==> src/rtl/fib_seq_pkg.sv <==
// Shared types and constants for the fib_seq generalised-Fibonacci accelerator.
// FIB_SEQ_MOD_EN (optional) turns the adder into a modular adder and adds the ap_m port.
package fib_seq_pkg;

   localparam int FIB_SEQ_WIDTH = 32;
   localparam int STATE_W       = 2;

   typedef enum logic [STATE_W-1:0] {
      IDLE  = 2'd0,
      CHECK = 2'd1,
      LOOP  = 2'd2,
      DONE  = 2'd3
   } state_t;

endpackage

==> src/rtl/fib_seq_if.sv <==
// ap_ctrl handshake plus operand/result bus of fib_seq.
// ap_m only exists when FIB_SEQ_MOD_EN is defined.
interface fib_seq_if
   import fib_seq_pkg::*;
#(
   parameter int WIDTH = FIB_SEQ_WIDTH
);

   // Handshake: ap_start is a request that the slave samples only while ap_idle
   // is high; that edge accepts the operands and drops ap_ready and ap_done. When
   // the result is written, ap_done and ap_ready rise together and ap_done stays
   // high until the next accepted start, so holding ap_start chains runs.
   logic             ap_start;
   logic             ap_done;
   logic             ap_idle;
   logic             ap_ready;
   logic [WIDTH-1:0] ap_n;
   logic [WIDTH-1:0] ap_a0;
   logic [WIDTH-1:0] ap_a1;
`ifdef FIB_SEQ_MOD_EN
   logic [WIDTH-1:0] ap_m;
`endif
   logic [WIDTH-1:0] ap_return;
   logic             ap_overflow;

   modport master (
      output ap_start,
`ifdef FIB_SEQ_MOD_EN
      output ap_m,
`endif
      output ap_n,
      output ap_a0,
      output ap_a1,
      input  ap_done,
      input  ap_idle,
      input  ap_ready,
      input  ap_return,
      input  ap_overflow
   );

   modport slave (
      input  ap_start,
`ifdef FIB_SEQ_MOD_EN
      input  ap_m,
`endif
      input  ap_n,
      input  ap_a0,
      input  ap_a1,
      output ap_done,
      output ap_idle,
      output ap_ready,
      output ap_return,
      output ap_overflow
   );

endinterface

==> src/rtl/fib_seq_addmod.sv <==
// One Fibonacci step: a+b with carry-out, or with FIB_SEQ_MOD_EN a modular add
// that subtracts m once when the WIDTH+1 bit sum reaches it (m=0 gives plain wrap).
module fib_seq_addmod
   import fib_seq_pkg::*;
#(
   parameter int WIDTH = FIB_SEQ_WIDTH
) (
   input  logic [WIDTH-1:0] a,
   input  logic [WIDTH-1:0] b,
`ifdef FIB_SEQ_MOD_EN
   input  logic [WIDTH-1:0] m,
`else
   output logic             carry,
`endif
   output logic [WIDTH-1:0] sum
);

   logic [WIDTH:0] sum_ext;

   always_comb begin
      sum_ext = {1'b0, a} + {1'b0, b};
`ifdef FIB_SEQ_MOD_EN
      // WIDTH-bit subtraction equals (s - m) mod 2^WIDTH, which also covers
      // out-of-range seeds where s - m may not fit.
      if (sum_ext >= {1'b0, m}) begin
         sum = sum_ext[WIDTH-1:0] - m;
      end else begin
         sum = sum_ext[WIDTH-1:0];
      end
`else
      sum   = sum_ext[WIDTH-1:0];
      carry = sum_ext[WIDTH];
`endif
   end

endmodule

==> src/rtl/fib_seq.sv <==
// Generalised-Fibonacci accelerator: F(0)=a0, F(1)=a1, one iteration per clock.
// FIB_SEQ_MOD_EN selects modular arithmetic with the ap_m port.
module fib_seq
   import fib_seq_pkg::*;
#(
   parameter int WIDTH = FIB_SEQ_WIDTH
) (
   input  logic     ap_clk,
   input  logic     ap_rst,
   fib_seq_if.slave bus,
   output state_t   dbg_state
);

   localparam logic [WIDTH-1:0] ONE = {{(WIDTH-1){1'b0}}, 1'b1};

   state_t           state_q;
   state_t           state_d;

   logic [WIDTH-1:0] a_q;
   logic [WIDTH-1:0] b_q;
   logic [WIDTH-1:0] cnt_q;
   logic             use_a_q;
   logic [WIDTH-1:0] step_sum;
`ifdef FIB_SEQ_MOD_EN
   logic [WIDTH-1:0] m_q;
   logic             viol_q;
`else
   logic             step_carry;
`endif

   logic             done_q;
   logic             ready_q;
   logic             ovf_q;
   logic [WIDTH-1:0] ret_q;

   logic             accept;
   logic             check;
   logic             iterate;
   logic             finish;
   logic             idle;

   fib_seq_addmod #(
      .WIDTH (WIDTH)
   ) u_addmod (
      .a     (a_q),
      .b     (b_q),
`ifdef FIB_SEQ_MOD_EN
      .m     (m_q),
`else
      .carry (step_carry),
`endif
      .sum   (step_sum)
   );

   always_ff @(posedge ap_clk) begin
      if (ap_rst) begin
         state_q <= IDLE;
      end else begin
         state_q <= state_d;
      end
   end

   always_comb begin
      state_d = state_q;
      case (state_q)
         IDLE:    if (bus.ap_start) state_d = CHECK;
         CHECK:   state_d = (cnt_q > ONE) ? LOOP : DONE;
         // The iteration seen with cnt==1 is the last of the n-1 steps.
         LOOP:    if (cnt_q == ONE) state_d = DONE;
         DONE:    state_d = IDLE;
         default: state_d = IDLE;
      endcase
   end

   always_comb begin
      accept  = 1'b0;
      check   = 1'b0;
      iterate = 1'b0;
      finish  = 1'b0;
      idle    = 1'b0;
      case (state_q)
         IDLE: begin
            idle   = 1'b1;
            accept = bus.ap_start;
         end
         CHECK:   check   = 1'b1;
         LOOP:    iterate = 1'b1;
         DONE:    finish  = 1'b1;
         default: ;
      endcase
   end

   always_ff @(posedge ap_clk) begin
      if (ap_rst) begin
         a_q     <= '0;
         b_q     <= ONE;
         cnt_q   <= '0;
         use_a_q <= 1'b0;
`ifdef FIB_SEQ_MOD_EN
         m_q     <= '0;
         viol_q  <= 1'b0;
`endif
         done_q  <= 1'b0;
         ready_q <= 1'b1;
         ovf_q   <= 1'b0;
         ret_q   <= '0;
      end else if (accept) begin
         cnt_q   <= bus.ap_n;
         a_q     <= bus.ap_a0;
         b_q     <= bus.ap_a1;
`ifdef FIB_SEQ_MOD_EN
         m_q     <= bus.ap_m;
         viol_q  <= (bus.ap_m != '0) &&
                    ((bus.ap_a0 >= bus.ap_m) || (bus.ap_a1 >= bus.ap_m));
`endif
         done_q  <= 1'b0;
         ready_q <= 1'b0;
         ovf_q   <= 1'b0;
      end else if (check) begin
         // n==0 is the only case that reports seed a instead of b.
         use_a_q <= (cnt_q == '0);
         if (cnt_q > ONE) cnt_q <= cnt_q - ONE;
      end else if (iterate) begin
         a_q   <= b_q;
         b_q   <= step_sum;
         cnt_q <= cnt_q - ONE;
`ifndef FIB_SEQ_MOD_EN
         if (step_carry) ovf_q <= 1'b1;
`endif
      end else if (finish) begin
         ret_q   <= use_a_q ? a_q : b_q;
         done_q  <= 1'b1;
         ready_q <= 1'b1;
`ifdef FIB_SEQ_MOD_EN
         ovf_q   <= viol_q;
`endif
      end
   end

   assign bus.ap_done     = done_q;
   assign bus.ap_idle     = idle;
   assign bus.ap_ready    = ready_q;
   assign bus.ap_return   = ret_q;
   assign bus.ap_overflow = ovf_q;
   assign dbg_state       = state_q;

endmodule

==> src/flat_wrapper.sv <==
// flat-port wrapper written by rule: the top's interface ports become plain ports
module fib_seq_flat import fib_seq_pkg::*;
#(
   parameter int WIDTH = FIB_SEQ_WIDTH
)
  (ap_clk, ap_rst, dbg_state, bus_ap_start, bus_ap_n, bus_ap_a0, bus_ap_a1, bus_ap_done, bus_ap_idle, bus_ap_ready, bus_ap_return, bus_ap_overflow);
  fib_seq_if #(.WIDTH(WIDTH)) bus_i ();
  input  logic ap_clk;
  input  logic ap_rst;
  output state_t dbg_state;
  input wire logic [$bits(bus_i.ap_start)-1:0] bus_ap_start;
  input wire logic [$bits(bus_i.ap_n)-1:0] bus_ap_n;
  input wire logic [$bits(bus_i.ap_a0)-1:0] bus_ap_a0;
  input wire logic [$bits(bus_i.ap_a1)-1:0] bus_ap_a1;
  output wire logic [$bits(bus_i.ap_done)-1:0] bus_ap_done;
  output wire logic [$bits(bus_i.ap_idle)-1:0] bus_ap_idle;
  output wire logic [$bits(bus_i.ap_ready)-1:0] bus_ap_ready;
  output wire logic [$bits(bus_i.ap_return)-1:0] bus_ap_return;
  output wire logic [$bits(bus_i.ap_overflow)-1:0] bus_ap_overflow;
  assign bus_i.ap_start = bus_ap_start;
  assign bus_i.ap_n = bus_ap_n;
  assign bus_i.ap_a0 = bus_ap_a0;
  assign bus_i.ap_a1 = bus_ap_a1;
  assign bus_ap_done = bus_i.ap_done;
  assign bus_ap_idle = bus_i.ap_idle;
  assign bus_ap_ready = bus_i.ap_ready;
  assign bus_ap_return = bus_i.ap_return;
  assign bus_ap_overflow = bus_i.ap_overflow;
  fib_seq #(.WIDTH(WIDTH)) u_core (.ap_clk(ap_clk), .ap_rst(ap_rst), .bus(bus_i), .dbg_state(dbg_state));
endmodule
==> config.mk <==
export PLATFORM = sky130hd
export DESIGN_NAME = fib_seq_flat
export DESIGN_NICKNAME = d
export VERILOG_FILES = /design/src/rtl/fib_seq_pkg.sv /design/src/rtl/fib_seq_if.sv /design/src/rtl/fib_seq_addmod.sv /design/src/rtl/fib_seq.sv /design/src/flat_wrapper.sv
export SDC_FILE = /design/constraint.sdc
export NUM_CORES = 1
export LEC_CHECK = 0
export ABC_AREA = 1
export CAP_MARGIN = 15
export CORE_UTILIZATION = 40
export CTS_BUF_LIST = sky130_fd_sc_hd__clkbuf_4
export CTS_CLUSTER_SIZE = 40
export DETAILED_ROUTE_END_ITERATION = 7
export MAX_ROUTING_LAYER = met4
export PLACE_DENSITY = 0.61
export SYNTH_ARGS = -nofsm -noshare
export SYNTH_HDL_FRONTEND = slang
export SYNTH_SLANG_ARGS = --single-unit
==> constraint.sdc <==
create_clock -name ap_clk -period 2.73 [get_ports ap_clk]
set_input_delay 0.4095 -clock ap_clk [delete_from_list [all_inputs] [get_ports ap_clk]]
set_output_delay 0.4095 -clock ap_clk [all_outputs]
set_load 0.01 [all_outputs]
Word level (Yosys, flattened, before mapping) --
Cells that the tools add are included. W data, S select, Z words.
Storage, ports and cells: register bits after elaboration 134
Operators by class: magnitude comparators 1, bitwise gates (word level) 3, multiplexer cells 24, reductions and logical operators 14, add/sub/neg operators 2, eq/ne operators 9
Operator list (count):
- $mux W32 | 11
- $add A32 B32 Y33 | 1
- $eq A32 B1 Y1 const B | 1
- $gt A32 B1 Y1 const B | 1
- $logic_not A32 Y1 | 1
- $sub A32 B1 Y32 const B | 1
- $mux W1 | 10
- $reduce_and A3 Y1 | 3
- $pmux W2 S4 | 1
- $reduce_and A2 Y1 | 4
- $ne A2 B1 Y1 const B | 3
- $eq A2 B2 Y1 const B | 2
- $mux W2 | 2
- $reduce_and A4 Y1 | 1
- $reduce_bool A2 Y1 | 2
- $ne A3 B2 Y1 const B | 1
- $not A1 Y1 | 3
- $reduce_bool A3 Y1 | 1
- $eq A2 B1 Y1 const B | 1
- $logic_not A2 Y1 | 1
- $ne A2 B2 Y1 const B | 1
- $reduce_or A2 Y1 | 1

Longest topological paths before layout --
depth after elaboration 6, depth in mapped cells 13

Modules after synthesis --
Synthesis repeated with hierarchy kept, for this count alone.
Second synthesis, totals: cell total of the unflattened synthesis 1576, area, all modules 9479.1 um2
Modules (own cells, without submodules):
- fib_seq | cells an instance 1074, seq. area each 2682.6 um2, area an instance 7059.3 um2, times used 1
- fib_seq_addmod | cells an instance 502, seq. area each 0.0 um2, area an instance 2419.8 um2, times used 1

Least setup slack after synthesis --
Ideal clock, no wire load.
kind flip-flop to flip-flop, start register u_core.state_q[0], in the netlist u_core.dbg_state[0], end register u_core.b_q[12], period minus slack after synthesis 2.177 ns, data required time 2.608 ns, arrival 2.056 ns, library setup time 0.122 ns, path slack 0.553 ns, cell stages (with the launch flop) 11, cells stage by stage dfxtp_1 inv_1 ha_1 nand2_1 clkinv_1 o21ai_2 inv_1 buf_2 clkbuf_1 o21ai_0 a21oi_1
Between the ends: longest elaborated chain between the ends 4, elaborated cells between the ends (all ways) 10
RTL lines:
- from (decl) | RTL line fib_seq.sv:16 | state_t state_q;
- from (signal assigned) | RTL line fib_seq.sv:59 | state_q <= state_d;
- $eq A2 B1 Y1 (tied with other cells) | RTL line fib_seq.sv:81 | case (state_q)
- $mux W1 | RTL line fib_seq.sv:81
- $ne A2 B1 Y1 (no line) or $reduce_bool A2 Y1 (tied branches)
- $reduce_and A2 Y1 (no line)
- to (signal assigned) | RTL line fib_seq.sv:110 | b_q <= bus.ap_a1;
- to (signal assigned) | RTL line fib_seq.sv:125 | b_q <= step_sum;
- to (decl) | RTL line fib_seq.sv:20 | logic [WIDTH-1:0] b_q;
Several ways; a longest one is shown, not always the timed one. A chain may end at the register's enable or synchronous reset.

Worst setup path after layout --
start register u_core.state_q[1], in the netlist u_core.dbg_state[1], end output bus_ap_idle
Between the ends: longest elaborated chain between the ends 2
RTL lines:
- $logic_not A2 Y1 | RTL line fib_seq.sv:81
- $mux W1 | RTL line fib_seq.sv:81
- to (decl) | RTL line flat_wrapper.sv:16 | output wire logic [$bits(bus_i.ap_idle)-1:0] bus_ap_idle;
No other way between the ends.

==> results by group <==
Synthesis
  • Post-synth ARST share: 0%
  • EDFF count, synth: 0
  • Unique masters post-synth: 41
  • Synthesized flop and latch total: 134
  • Top_reg_cell synth: dfxtp_1
  • Synth Net Count: 1647
  • Syn Area/Cell: 6.04 um^2
  • Post-Syn Area: 0.00909 mm^2
  • Post-synthesis cell count: 1507
  • Synth warn: 0
  • Sequential area share after synthesis: 29.5%

Drt
  • Vias per std cell: 5.03
  • Post-DRT Antenna Nets: 0
  • Post-DR wirelength/cell: 14.5 um
  • Initial DRT Pass Iterations: 8
  • DRT Wirelength: 27.6 mm
  • Via count: 9563
  • Drt initial violations: 501
  • DRC violations left: 6

Clocking
  • Clock root cell: clkbuf_4
  • CTS tree: built
  • Clock Latency Late Sink: 0.55 ns
  • CTS Buffer Depth: 2
  • Post-CTS Setup Inserts: 0
  • CTS sink count: 134
  • # hold bufs at CTS: 0
  • CTS H-Tree Depth: 4
  • Worst-path clk slew: 0.14 ns
  • TritonCTS Buffers: 17
  • # resized after CTS: 0

Placed design
  • Hpwl dp: 20.1 mm
  • GP Congestion: 0.932
  • DP Cell Count: 1870
  • Port Buffers: 136

Outcome
  • Failing checks: design-rule violations
  • Status: finished with violations

Timing
  • Min Tclk post-route: 2.35 ns
  • Setup TNS: 0 ns
  • # setup viols final: 0
  • Period Utilization, post-route: 86.2%
  • Rel. slew slack: 55.7%
  • Fmax: 425 MHz
  • Slew @ Worst Pin: 0.664 ns
  • Max-slew violations: 0
  • RSZ-0062 raised after global routing: false
  • Final Hold Vio Count: 0
  • Clk_skew: 0.0228 ns

Floorplan
  • Core Footprint: 0.0220 mm^2
  • I/O Pins: 137
  • Row count: 54
  • Die X: 153 um
  • Total die area: 0.0233 mm^2
  • Die Span Y: 153 um
  • Starting density of the core: 41.3%

Setup path
  • Worst Setup Start Kind: flop
  • Kind of critical path: flop to output port
  • CP top delay family: buffers and inverters
  • CP Cell Sequence: inv_1, ha_1, clkdlybuf4s50_1
  • Worst path max stage delay: 0.53 ns
  • Crit path max fanout: 7
  • RR Startpoint: u_core.b_q[0]$_SDFFE_PP1P_
  • Critical Path End Type: output port
  • Crit-path slowest cell: clkdlybuf4s50_1
  • Reg2reg path depth: 10
  • Levels on crit path: 3
  • Reg2reg end: u_core.b_q[16]$_SDFFE_PP0P_
  • Crit path DAT: 1.94 ns
  • Internal reg-to-reg setup slack: 0.60 ns
  • Worst Path Required: 2.32 ns
  • Worst Path Buf+Inv: 2

Final layout
  • Finished Layout Cells: 1903
  • Area Overhead vs Synth: 21.0%
  • Fin nets: 1749
  • Filler cells: 2382
  • Share of cells above drive strength 1: 4.19%

GRT
  • Initial antenna violation count: 1
  • First-pass GRT wire length: 45.8 mm
  • Largest net degree at the start of global routing: 86
  • Vias in the first global route: 9176
  • Gr usage total: 25.0%
  • Total congestion overflow: 0

Worst hold path
  • WHS Endpoint: u_core.a_q[6]$_SDFFE_PP0P_
  • Worst min-delay path category: input port to flop
  • Hold wc startpoint: bus_ap_a0[6]
  • Hold depth: 3

Power and ir drop
  • Peak VDD IR: 0.630 mV
  • Leak: 5.19 nW
  • Pwr/cell area: 1080 mW/mm^2

Flow run
  • Max cap viols: 0
==> synth_stat cells, types with 6 or more instances <==
| library cell | count | area, um^2 |
|---|---|---|
| xor2_1 | 19 | 166 |
| nand4_1 | 9 | 56.3 |
| o21ai_0 | 93 | 465 |
| nor3_1 | 6 | 30.0 |
| a21oi_1 | 90 | 450 |
| nand3_1 | 97 | 485 |
| a31oi_1 | 34 | 213 |
| nand2_1 | 499 | 1870 |
| xnor2_1 | 6 | 52.6 |
| dfxtp_1 | 134 | 2680 |
| o211ai_1 | 38 | 285 |
| ha_1 | 40 | 500 |
| inv_1 | 181 | 679 |
| nor2_1 | 156 | 586 |
| clkbuf_1 | 57 | 214 |
==> cell families after synthesis <==
kind of cell	after synthesis	share of synthesized area (%)
AND/OR/NAND/NOR	788	35.1
XOR/XNOR	25	2.41
AO/OA/AOI/OAI	267	16.6
buffers and inverters	252	10.7
adder cells (fa/ha/maj)	41	5.72
flip-flops	134	29.5
==> cell usage in the layout (no fill, tap or decap), types with 19 or more instances in the layout <==
master,instances
a31oi_1,34
clkdlybuf4s50_1,136
nor2_1,156
nand2_1,498
ha_1,39
o211ai_1,38
nand3_1,97
o21ai_0,93
inv_1,179
xor2_1,19
a21oi_1,90
dfxtp_1,134
==> metal layers <==
layer / up-vias / global-route usage [%] / part of all wire, %
met5: - / - / 0
met4: 0 / 4.76 / 1.1
met3: 17 / 4.18 / 4.4
met2: 214 / 43.5 / 49
met1: 4298 / 30.3 / 46
li1: 5034 / - / -
==> worst max path at each step <==
stage                                     start                     endpoint
2_1_floorplan  u_core.dbg_state[0]$_SDFFE_PP0P_  u_core.b_q[12]$_SDFFE_PP0P_
3_3_place_gp                       bus_ap_start  u_core.b_q[27]$_SDFFE_PP0P_
3_5_place_dp                       bus_ap_start  u_core.b_q[27]$_SDFFE_PP0P_
4_1_cts        u_core.dbg_state[0]$_SDFFE_PP0P_                  bus_ap_idle
5_1_grt        u_core.dbg_state[0]$_SDFFE_PP0P_                  bus_ap_idle
6_report       u_core.dbg_state[1]$_SDFFE_PP0P_                  bus_ap_idle
==> sequential cells by signal, summed over array words and instances (netlist names) <==
register                flops
u_core.use_a_q              1
u_core.bus.ap_ready         1
u_core.dbg_state            2
u_core.b_q                 32
u_core.cnt_q               32
u_core.bus.ap_done          1
u_core.bus.ap_return       32
u_core.a_q                 32
u_core.bus.ap_overflow      1
==> final cells by class <==
type | count | area, um^2 | share of cell area (%)
clock buffers | 17 | 128 | 1.16
clock inverters | 15 | 155 | 1.41
diodes | 1 | 2.50 | 0.0227
repair buffers | 150 | 1530 | 13.9
inverters | 185 | 699 | 6.36
multi-input cells | 1121 | 5460 | 49.6
well taps | 280 | 350 | 3.18
flip-flops and latches | 134 | 2680 | 24.4
==> per-stage QoR <==
step           utilization (%)  hold WS, ns  worst slack, ns  area (um^2)  power [mW]
6_report                  50.0        0.420            0.376        11000        11.8
5_1_grt                   50.0        0.386            0.206        11000        13.0
4_1_cts                   50.0        0.385            0.320        11000        11.9
3_5_place_dp              48.7        0.460            0.572        10700        10.5
3_3_place_gp              48.7        0.445            0.565        10700        10.4
2_1_floorplan                -        0.443            0.553         9090        8.43
==> power by group <==
part	switching, mW	total [mW]	internal, mW
Sequential	0.744	3.46	2.71
Clock	0.859	1.41	0.548
Combinational	4.39	6.97	2.58
==> worst reg2reg max path: stages, from the launching register on <==
cell,delay [ns]
dfxtp_1,0.35
ha_1,0.23
fa_1,0.45
nand3_1,0.11
nand3_1,0.12
nand2_1,0.09
nand3_1,0.15
a21oi_1,0.23
nor2_1,0.06
o21ai_0,0.15
a21oi_1,0.08
Note: power is estimated with default switching activity, not from simulation.
